$ cat config.mk
export PLATFORM = sky130hd
export DESIGN_NAME = mem_bus_arbiter
export DESIGN_NICKNAME = d
export VERILOG_FILES = /design/src/rtl/mem_bus_arbiter_pkg.sv /design/src/rtl/mem_bus_arbiter_arb_pick2.sv /design/src/rtl/mem_bus_arbiter.sv
export SDC_FILE = /design/constraint.sdc
export NUM_CORES = 1
export LEC_CHECK = 0
export CORE_AREA = 5 5 209 211
export CTS_CLUSTER_SIZE = 30
export DETAILED_ROUTE_END_ITERATION = 6
export DIE_AREA = 0 0 214 216
export PLACE_DENSITY = 0.53
export SYNTH_ARGS = -nofsm -noshare
export SYNTH_HDL_FRONTEND = slang
export SYNTH_SLANG_ARGS = --single-unit
$ cat constraint.sdc
create_clock -name clk_i -period 1.9 [get_ports clk_i]
set_clock_uncertainty 0.05 [all_clocks]
set_input_delay 0.19 -clock clk_i [delete_from_list [all_inputs] [get_ports clk_i]]
set_output_delay 0.19 -clock clk_i [all_outputs]
set_load 0.05 [all_outputs]
$ cat src/rtl/mem_bus_arbiter_pkg.sv
// Shared encodings for the two-requester memory bus arbiter.
// The arbitration policy is chosen by the MEM_ARB_RR_EN macro (see arb_pick2).
package mem_bus_arbiter_pkg;

    typedef enum logic [1:0] {
        ST_IDLE  = 2'd0,
        ST_ISSUE = 2'd1,
        ST_WAIT  = 2'd2
    } state_e;

    typedef enum logic {
        OWNER_IC = 1'b0,
        OWNER_DC = 1'b1
    } owner_e;

    // Transfer size encoding on *_size: bytes = 1 << size.
    typedef enum logic [1:0] {
        SIZE_1B = 2'd0,
        SIZE_2B = 2'd1,
        SIZE_4B = 2'd2,
        SIZE_8B = 2'd3
    } size_e;

    localparam logic OP_READ = 1'b0;

    function automatic owner_e owner_of(input logic grant_dc);
        return grant_dc ? OWNER_DC : OWNER_IC;
    endfunction

endpackage

$ cat src/rtl/mem_bus_arbiter_arb_pick2.sv
// Grant select between icache and dcache requests.
// MEM_ARB_RR_EN undefined: fixed priority, dcache wins; defined: round-robin.
import mem_bus_arbiter_pkg::*;

module arb_pick2 (
`ifdef MEM_ARB_RR_EN
    input  logic clk_i,
    input  logic rst_i,
    input  logic advance_i,
`endif
    input  logic ic_req_i,
    input  logic dc_req_i,
    output logic grant_dc_o
);

`ifdef MEM_ARB_RR_EN
    owner_e last_q;

    // On a tie the requester that was not granted last time wins.
    always_comb begin
        grant_dc_o = dc_req_i && (!ic_req_i || (last_q == OWNER_IC));
    end

    always_ff @(posedge clk_i) begin
        if (rst_i) begin
            last_q <= OWNER_IC;
        end else if (advance_i) begin
            last_q <= owner_of(grant_dc_o);
        end
    end
`else
    logic unused_ic_req;

    always_comb begin
        grant_dc_o    = dc_req_i;
        unused_ic_req = ic_req_i;
    end
`endif

endmodule

$ cat src/rtl/mem_bus_arbiter.sv
// Arbitrates icache and dcache onto one memory port, one transaction in flight.
// Policy: MEM_ARB_RR_EN defined -> round-robin, otherwise dcache has priority.
import mem_bus_arbiter_pkg::*;

module mem_bus_arbiter #(
    parameter int ADDR_W = 64,
    parameter int DATA_W = 64
) (
    input  logic                clk_i,
    input  logic                rst_i,

    input  logic                ic_req_i,
    input  logic [ADDR_W-1:0]   ic_addr_i,
    output logic                ic_ready_o,
    output logic                ic_rvalid_o,
    output logic [DATA_W-1:0]   ic_rdata_o,

    input  logic                dc_req_i,
    input  logic                dc_op_i,
    input  logic [1:0]          dc_size_i,
    input  logic [ADDR_W-1:0]   dc_addr_i,
    input  logic [DATA_W-1:0]   dc_wdata_i,
    input  logic [DATA_W/8-1:0] dc_wstrb_i,
    output logic                dc_ready_o,
    output logic                dc_rvalid_o,
    output logic [DATA_W-1:0]   dc_rdata_o,

    output logic                mem_req_o,
    output logic                mem_op_o,
    output logic [1:0]          mem_size_o,
    output logic [ADDR_W-1:0]   mem_addr_o,
    output logic [DATA_W-1:0]   mem_wdata_o,
    output logic [DATA_W/8-1:0] mem_wstrb_o,
    input  logic                mem_ready_i,
    input  logic                mem_rvalid_i,
    input  logic [DATA_W-1:0]   mem_rdata_i
);

    localparam int STRB_W = DATA_W / 8;

    state_e              state_q;
    owner_e              owner_q;
    logic                op_q,    op_d;
    logic [1:0]          size_q,  size_d;
    logic [ADDR_W-1:0]   addr_q,  addr_d;
    logic [DATA_W-1:0]   wdata_q, wdata_d;
    logic [STRB_W-1:0]   wstrb_q, wstrb_d;

    logic grant_dc;
    logic any_req;
    logic take_req;
    logic accept;
    logic respond;

    assign any_req  = ic_req_i || dc_req_i;
    assign take_req = (state_q == ST_IDLE) && any_req;

    arb_pick2 u_pick (
`ifdef MEM_ARB_RR_EN
        .clk_i      (clk_i),
        .rst_i      (rst_i),
        .advance_i  (take_req),
`endif
        .ic_req_i   (ic_req_i),
        .dc_req_i   (dc_req_i),
        .grant_dc_o (grant_dc)
    );

    // The icache is read-only, so its op/size/strobe are fixed rather than taken from ports.
    always_comb begin
        op_d    = OP_READ;
        size_d  = SIZE_8B;
        addr_d  = ic_addr_i;
        wdata_d = '0;
        wstrb_d = '0;
        if (grant_dc) begin
            op_d    = dc_op_i;
            size_d  = dc_size_i;
            addr_d  = dc_addr_i;
            wdata_d = dc_wdata_i;
            wstrb_d = dc_wstrb_i;
        end
    end

    always_ff @(posedge clk_i) begin
        if (rst_i) begin
            state_q <= ST_IDLE;
            owner_q <= OWNER_IC;
            op_q    <= 1'b0;
            size_q  <= 2'b00;
            addr_q  <= '0;
            wdata_q <= '0;
            wstrb_q <= '0;
        end else begin
            case (state_q)
                ST_IDLE: begin
                    if (any_req) begin
                        state_q <= ST_ISSUE;
                        owner_q <= owner_of(grant_dc);
                        op_q    <= op_d;
                        size_q  <= size_d;
                        addr_q  <= addr_d;
                        wdata_q <= wdata_d;
                        wstrb_q <= wstrb_d;
                    end
                end
                ST_ISSUE: begin
                    if (mem_ready_i) begin
                        state_q <= ST_WAIT;
                    end
                end
                ST_WAIT: begin
                    if (mem_rvalid_i) begin
                        state_q <= ST_IDLE;
                    end
                end
                default: begin
                    state_q <= ST_IDLE;
                end
            endcase
        end
    end

    // Handshakes are masked during reset so an aborted transaction never completes.
    assign accept  = !rst_i && (state_q == ST_ISSUE) && mem_ready_i;
    assign respond = !rst_i && (state_q == ST_WAIT) && mem_rvalid_i;

    assign ic_ready_o  = accept  && (owner_q == OWNER_IC);
    assign dc_ready_o  = accept  && (owner_q == OWNER_DC);
    assign ic_rvalid_o = respond && (owner_q == OWNER_IC);
    assign dc_rvalid_o = respond && (owner_q == OWNER_DC);
    assign ic_rdata_o  = ic_rvalid_o ? mem_rdata_i : '0;
    assign dc_rdata_o  = dc_rvalid_o ? mem_rdata_i : '0;

    assign mem_req_o   = !rst_i && (state_q == ST_ISSUE);
    assign mem_op_o    = op_q;
    assign mem_size_o  = size_q;
    assign mem_addr_o  = addr_q;
    assign mem_wdata_o = wdata_q;
    assign mem_wstrb_o = wstrb_q;

endmodule

Word level (Yosys, flattened, before mapping)
Index checks and enable logic that the tools add are counted.
W data, S select, Z words.
{"block": "totals", "register_bits": 142, "in_bits": 273, "out_inout_bits": 272, "word_cells": 38}
{"block": "classes", "n_eq_ne": 5, "mux": 12, "n_bitwise": 1, "n_reduce_logical": 13}
{"op": "$mux W64", "n": 4}
{"op": "$logic_and A1 B1 Y1", "n": 8}
{"op": "$mux W2", "n": 4}
{"op": "$mux W8", "n": 1}
{"op": "$ne A2 B2 Y1 const B", "n": 3}
{"op": "$pmux W2 S3", "n": 1}
{"op": "$reduce_and A3 Y1", "n": 1}
{"op": "$eq A2 B1 Y1 const B", "n": 1}
{"op": "$eq A2 B2 Y1 const B", "n": 1}
{"op": "$logic_not A2 Y1", "n": 1}
{"op": "$mux W1", "n": 2}
{"op": "$reduce_and A2 Y1", "n": 1}
{"op": "$logic_not A1 Y1", "n": 1}
{"op": "$logic_or A1 B1 Y1", "n": 1}
{"op": "$not A1 Y1", "n": 1}

Longest topological paths before layout
{"block": "depth", "depth_word": 5, "depth_mapped": 7, "depth_no_buf": 3}

Cells and area by module
Synthesis repeated with hierarchy kept, for this count alone.
{"block": "hier_totals", "hier_cells": 810, "area_unflattened_um2": 7125.6}
{"module": "mem_bus_arbiter", "instances": 1, "cells_each": 809, "area_each_um2": 7118.1, "seq_area_each_um2": 2842.7}
{"module": "arb_pick2", "instances": 1, "cells_each": 1, "area_each_um2": 7.5, "seq_area_each_um2": 0.0}

Worst setup path before layout
OpenSTA, ideal clock, no wires.
{"block": "synth_timing", "path_type": "register to output", "start": "register state_q[0]", "end": "output ic_ready_o", "t_arrival_ns": 2.497, "slack_ns": -0.837, "path_stages_with_launch": 4, "path_buffers": 0, "path_cell_list": "dfxtp_1 -> nor3b_1 -> nand2_1 -> nor2_1"}
{"block": "synth_between", "elab_chain_len": 4}
{"element": "start, declared", "line_no": "mem_bus_arbiter.sv:41", "text": "state_e state_q;"}
{"element": "start signal, assigned", "line_no": "mem_bus_arbiter.sv:87", "text": "state_q <= ST_IDLE;"}
{"element": "start signal, assigned", "line_no": "mem_bus_arbiter.sv:98", "text": "state_q <= ST_ISSUE;"}
{"element": "start signal, assigned", "line_no": "mem_bus_arbiter.sv:109", "text": "state_q <= ST_WAIT;"}
{"element": "$eq A2 B1 Y1"}
{"element": "$logic_and A1 B1 Y1"}
{"element": "named net mem_req_o", "line_no": "mem_bus_arbiter.sv:28", "text": "output logic mem_req_o,"}
{"element": "$logic_and A1 B1 Y1", "line_no": "mem_bus_arbiter.sv:125", "text": "assign accept = !rst_i && (state_q == ST_ISSUE) && mem_ready_i;"}
{"element": "$logic_and A1 B1 Y1", "line_no": "mem_bus_arbiter.sv:128", "text": "assign ic_ready_o = accept && (owner_q == OWNER_IC);"}
{"element": "end, declared", "line_no": "mem_bus_arbiter.sv:14", "text": "output logic ic_ready_o,"}
The timed path passes the listed nets, and every way through them passes these cells.

Worst setup path in the final report
{"block": "layout_timing", "start": "register state_q[0]", "end": "output ic_rdata_o[57]"}
{"block": "layout_between", "elab_chain_len": 5}
{"element": "$eq A2 B2 Y1", "line_no": "mem_bus_arbiter.sv:126", "text": "assign respond = !rst_i && (state_q == ST_WAIT) && mem_rvalid_i;"}
{"element": "$logic_and A1 B1 Y1 (2 in series)", "line_no": "mem_bus_arbiter.sv:126"}
{"element": "$logic_and A1 B1 Y1", "line_no": "mem_bus_arbiter.sv:130", "text": "assign ic_rvalid_o = respond && (owner_q == OWNER_IC);"}
{"element": "$mux W64", "line_no": "mem_bus_arbiter.sv:132", "text": "assign ic_rdata_o = ic_rvalid_o ? mem_rdata_i : '0;"}
{"element": "end, declared", "line_no": "mem_bus_arbiter.sv:16", "text": "output logic [DATA_W-1:0] ic_rdata_o,"}
Every way passes these cells.

==> run summary <==
The flow ran to the end, but the final reports show violations. The checks that failed: negative setup slack. Yosys printed 0 warnings. The min-delay analysis places its worst path in the category in -> reg.

The maximum single-stage delay on the critical path was 0.35 ns; the minimum hold slack was 0.209 ns. The headroom to the max-slew limit was 0.353. The tools report the start point of the worst hold path as dc_req_i. The total overflow left after global routing is 0.

Dividing total power by cell area gives a power density of 651 mW/mm². For the number of DRC markers after the initial detailed-route iteration, the log shows 305. The cell depth of the worst setup path came out at 6. The sequential share of the synthesized area is 0.412. Entering global routing, the biggest net connects 141 pins. The worst hold path depth came out at 4.

The xor/xnor share of the synthesized area came out at 0. Number of top-level pins: 545. The endpoint identified for the worst register-to-register timing path is mem_wdata_o[24]. The clock network fraction of total power was 0.332. The first global-routing pass estimated 54.2 mm of wire. For the largest voltage drop on the vdd net, the log shows 0.000597 V. The run gives 1064 as the synthesized netlist net count.

The path with the worst hold slack has its endpoint at state_q[0]. The die is 214 µm wide. At the end of the flow, the number of nets in the layout was 1580.

The tools report the highest clock frequency the design can meet as 0.487 GHz. The startpoint type of the worst setup path is a register. The ratio of cells with drive above 1 in the final layout is 0.286.

Required time of the critical path: 1.66 ns. The routed layout has 7737 vias. The via count of the first global-routing pass was 8035; the area added between synthesis and finish was 124%. The post-synthesis adder-cell area fraction works out to 0. The synthesized design spends more area on one cell type than any other, namely sky130_fd_sc_hd__dfxtp_1.

Counting every instance in the synthesized netlist gives 791. The clock period minus final worst setup slack is 2.05 ns, and the site row count is 75. The critical path is of the reg -> out type.

The number of different library cells used by synthesis comes to 28. The critical path goes through nor3b_2, and3b_2, buf_12, buf_16, and2_4, buf_12. Simple-gate share of the synthesized area: 0.175.

The switching share of total power was 0.337; the combined buffer and inverter count along the critical path was 3. Portion of total power attributed to sequential cells: 0.337. In this run the register-to-register setup slack is 0.18 ns. For the clock insertion delay at the later pin of the skew report, the log shows 0.43 ns.

After synthesis the netlist holds a flip-flop and latch count of 142. The internal power of the cells totals 6.67 mW. Root cell of the clock tree: sky130_fd_sc_hd__clkbuf_16.

At the end of routability-driven placement, the weighted congestion stood at 0.860. The mean instance size in the synthesized netlist works out to 8.71 µm². The family of cells with the greatest summed delay on the critical path is simple AND/OR/NAND/NOR gates. The analysis attributes to net switching a power of 3.39 mW.

Post-layout instance area: 0.0155 mm². After floorplanning, the core was sized to cover 0.0416 mm². The max-cap check violation count is 0. Setup repair after global routing could not meet its margin everywhere.

The leakage power of the design is 6.15 nW, and the initial antenna violation count is 6. The number of cells on the worst reg-to-reg path is 7. Setup violations remaining at the end of the flow were counted as 130.

The clock buffer count from CTS is 17. The chip height was 216 µm; the number of nets with antenna violations after routing was 0. The run gives 2 as the buffer depth of the longest clock path. Standard cell with the maximum stage delay on the critical path: sky130_fd_sc_hd__dfxtp_4. Data arrives at the worst endpoint at 1.81 ns.

The detail-routed via count per cell works out to 4.15. Fraction of synthesized area in multiplexers: 0.0930. The logs give 0.0142 mm² for the instance area after placement and 142 for the number of clock sinks. The area share of the largest cell type after synthesis was 0.412; the detailed-placement wirelength estimate was 27.7 mm. The final cycle utilization of the critical path was 1.08; the initial core utilization was 0.166. Clock-pin slew was measured on the worst setup and hold paths at 0.06 ns.

The run gives -0.152 ns as the worst setup margin. STA classifies the critical path endpoint as a primary output. Critical-path maximum fanout: 16.

Startpoint of the lowest-slack register-to-register path: state_q[0]. TritonCTS built the clock tree. The largest family of logic cells by synthesized area was compound AO/OA/AOI/OAI gates. The routed length per placed instance came out at 19.9 µm. At the pin with the least slew margin, the transition time is 0.970 ns.

Cell occurring most often along the worst timing path: sky130_fd_sc_hd__buf_12. The logs give 37.1 mm for the sum of routed wire length over all layers and 4 for the number of H-tree branching levels. Compound-gate portion of the synthesized area: 0.251. The portion of total power attributed to combinational logic is 0.331. After detailed routing, the number of remaining DRC violations is 0.

Ranked by total cell area, the synthesized netlist is headed by sky130_fd_sc_hd__dfxtp_1 41%, sky130_fd_sc_hd__and2_1 12%, sky130_fd_sc_hd__a21oi_1 10%. The number of pins with negative max-slew slack in the final report is 0, and the number of port buffers is 544. The first-pass iteration count of the detailed router was 4; the final number of hold-violating endpoints was 0. The die covers 0.0462 mm². The mapped netlist covers 0.00689 mm². The run gives 0.153 as the global-route usage over all layers.
power by group through the flow:
stage,Sequential [mW],Clock [mW],Combinational [mW]
floorplan,4.37,0,0.928
global placement,3.44,0,3.31
detailed placement,3.45,0,3.32
CTS,3.39,3.50,3.36
global route,3.42,3.63,3.51
finish,3.39,3.34,3.33
stage by stage:
| step | instances | total power, mW | util | setup TNS (ns) | setup slack (ns) |
|---|---|---|---|---|---|
| floorplan | 791 | 5.29 | - | -0.0882 | -0.0882 |
| global placement | 1812 | 6.75 | 0.341 | -4.89 | -0.0710 |
| detailed placement | 1812 | 6.77 | 0.341 | -6.43 | -0.0767 |
| CTS | 1854 | 10.2 | 0.368 | -19.97 | -0.201 |
| global route | 1863 | 10.6 | 0.372 | -21.95 | -0.229 |
| finish | 1864 | 10.1 | 0.372 | -11.89 | -0.152 |
cell usage after synthesis:
master and count:
sky130_fd_sc_hd__nor2_1 3, sky130_fd_sc_hd__a211oi_1 34, sky130_fd_sc_hd__nand3b_1 1, sky130_fd_sc_hd__clkbuf_2 5, sky130_fd_sc_hd__buf_12 3, sky130_fd_sc_hd__and2_1 128
sky130_fd_sc_hd__buf_4 5, sky130_fd_sc_hd__o21ai_0 60, sky130_fd_sc_hd__o221a_2 2, sky130_fd_sc_hd__a211oi_2 30, sky130_fd_sc_hd__o21a_1 1, sky130_fd_sc_hd__nor2_4 1
sky130_fd_sc_hd__inv_1 2, sky130_fd_sc_hd__a21oi_1 139, sky130_fd_sc_hd__or2_2 1, sky130_fd_sc_hd__nor2_8 1, sky130_fd_sc_hd__buf_2 38, sky130_fd_sc_hd__nor3b_2 1
sky130_fd_sc_hd__o21ai_1 14, sky130_fd_sc_hd__buf_6 4, sky130_fd_sc_hd__and3_1 2, sky130_fd_sc_hd__mux2i_1 64, sky130_fd_sc_hd__nor3b_1 3, sky130_fd_sc_hd__dfxtp_1 142
sky130_fd_sc_hd__nand2_1 76, sky130_fd_sc_hd__or2_4 1, sky130_fd_sc_hd__and3b_1 1, sky130_fd_sc_hd__clkbuf_1 29
layout by cell type (no fill, tap or decap), types with 5 or more instances in the layout:
cell                              synthesis  layout
sky130_fd_sc_hd__diode_2                  0       5
sky130_fd_sc_hd__a211oi_2                30      30
sky130_fd_sc_hd__buf_4                    5      18
sky130_fd_sc_hd__clkbuf_16                0      19
sky130_fd_sc_hd__nand2_1                 76      76
sky130_fd_sc_hd__o21ai_1                 14      14
sky130_fd_sc_hd__buf_16                   0       5
sky130_fd_sc_hd__dlygate4sd2_1            0       7
sky130_fd_sc_hd__a21oi_1                139     139
sky130_fd_sc_hd__clkdlybuf4s50_1          0     383
sky130_fd_sc_hd__buf_12                   3     147
sky130_fd_sc_hd__dlymetal6s2s_1           0      16
sky130_fd_sc_hd__mux2i_1                 64      64
sky130_fd_sc_hd__a211oi_1                34      34
sky130_fd_sc_hd__and2_4                   0     128
sky130_fd_sc_hd__dfxtp_1                142     141
sky130_fd_sc_hd__o21ai_0                 60      60
routing by layer:
layer	share of wire	wire, µm	GRT usage
met1	0.40	14900	0.174
met2	0.50	18500	0.260
met5	0.00035	13	0
met3	0.078	2910	0.0596
met4	0.022	826	0.0569
logic make-up (layout without fill, tap and decap cells):
family,after synthesis,count (layout)
AOI/OAI and AO/OA,280,280
buffers and inverters,86,615
DFF,142,142
muxes,64,64
other,0,5
and+or+nand+nor,219,219
worst reg2reg max path: stages, from the launching register on:
cell                      delay, ns
sky130_fd_sc_hd__dfxtp_4       0.35
sky130_fd_sc_hd__buf_4         0.15
sky130_fd_sc_hd__buf_4         0.14
sky130_fd_sc_hd__nor3b_2       0.24
sky130_fd_sc_hd__buf_12        0.25
sky130_fd_sc_hd__buf_4         0.26
sky130_fd_sc_hd__nand2_1       0.07
sky130_fd_sc_hd__a21oi_1       0.13
what timing repair did:
| action | in CTS | in global routing |
|---|---|---|
| pin swaps | 33 | 26 |
| hold buffers | 0 | 0 |
| setup buffers | 5 | 2 |
| setup endpoints to repair | 139 | 182 |
| resized for setup | 148 | 21 |
| gates cloned | 5 | 3 |
worst max-delay path by stage:
stage	start	end	slack (ns)
finish	state_q[0]	ic_rdata_o[57]	-0.15
global route	state_q[0]	ic_rdata_o[43]	-0.23
CTS	state_q[0]	ic_rdata_o[43]	-0.20
detailed placement	mem_rvalid_i	ic_rdata_o[54]	-0.08
global placement	mem_rvalid_i	ic_rdata_o[5]	-0.07
floorplan	state_q[0]	ic_ready_o	-0.09
flip-flops by register name (all words and copies together), names as in the netlist:
name	cells
mem_addr_o	64
mem_wdata_o	64
mem_wstrb_o	8
mem_size_o	2
state_q	2
mem_op_o	1
owner_q	1
cell type report:
type	count	area (µm²)
Tap cell	539	674
Sequential cell	142	2850
Fill cell	4132	26100
Clock buffer	23	478
Timing Repair Buffer	581	7400
Antenna cell	5	12.5
Inverter	2	7.51
Multi-Input combinational cell	563	3930
Clock inverter	9	109
No activity file was read; power rests on OpenSTA's default activity.
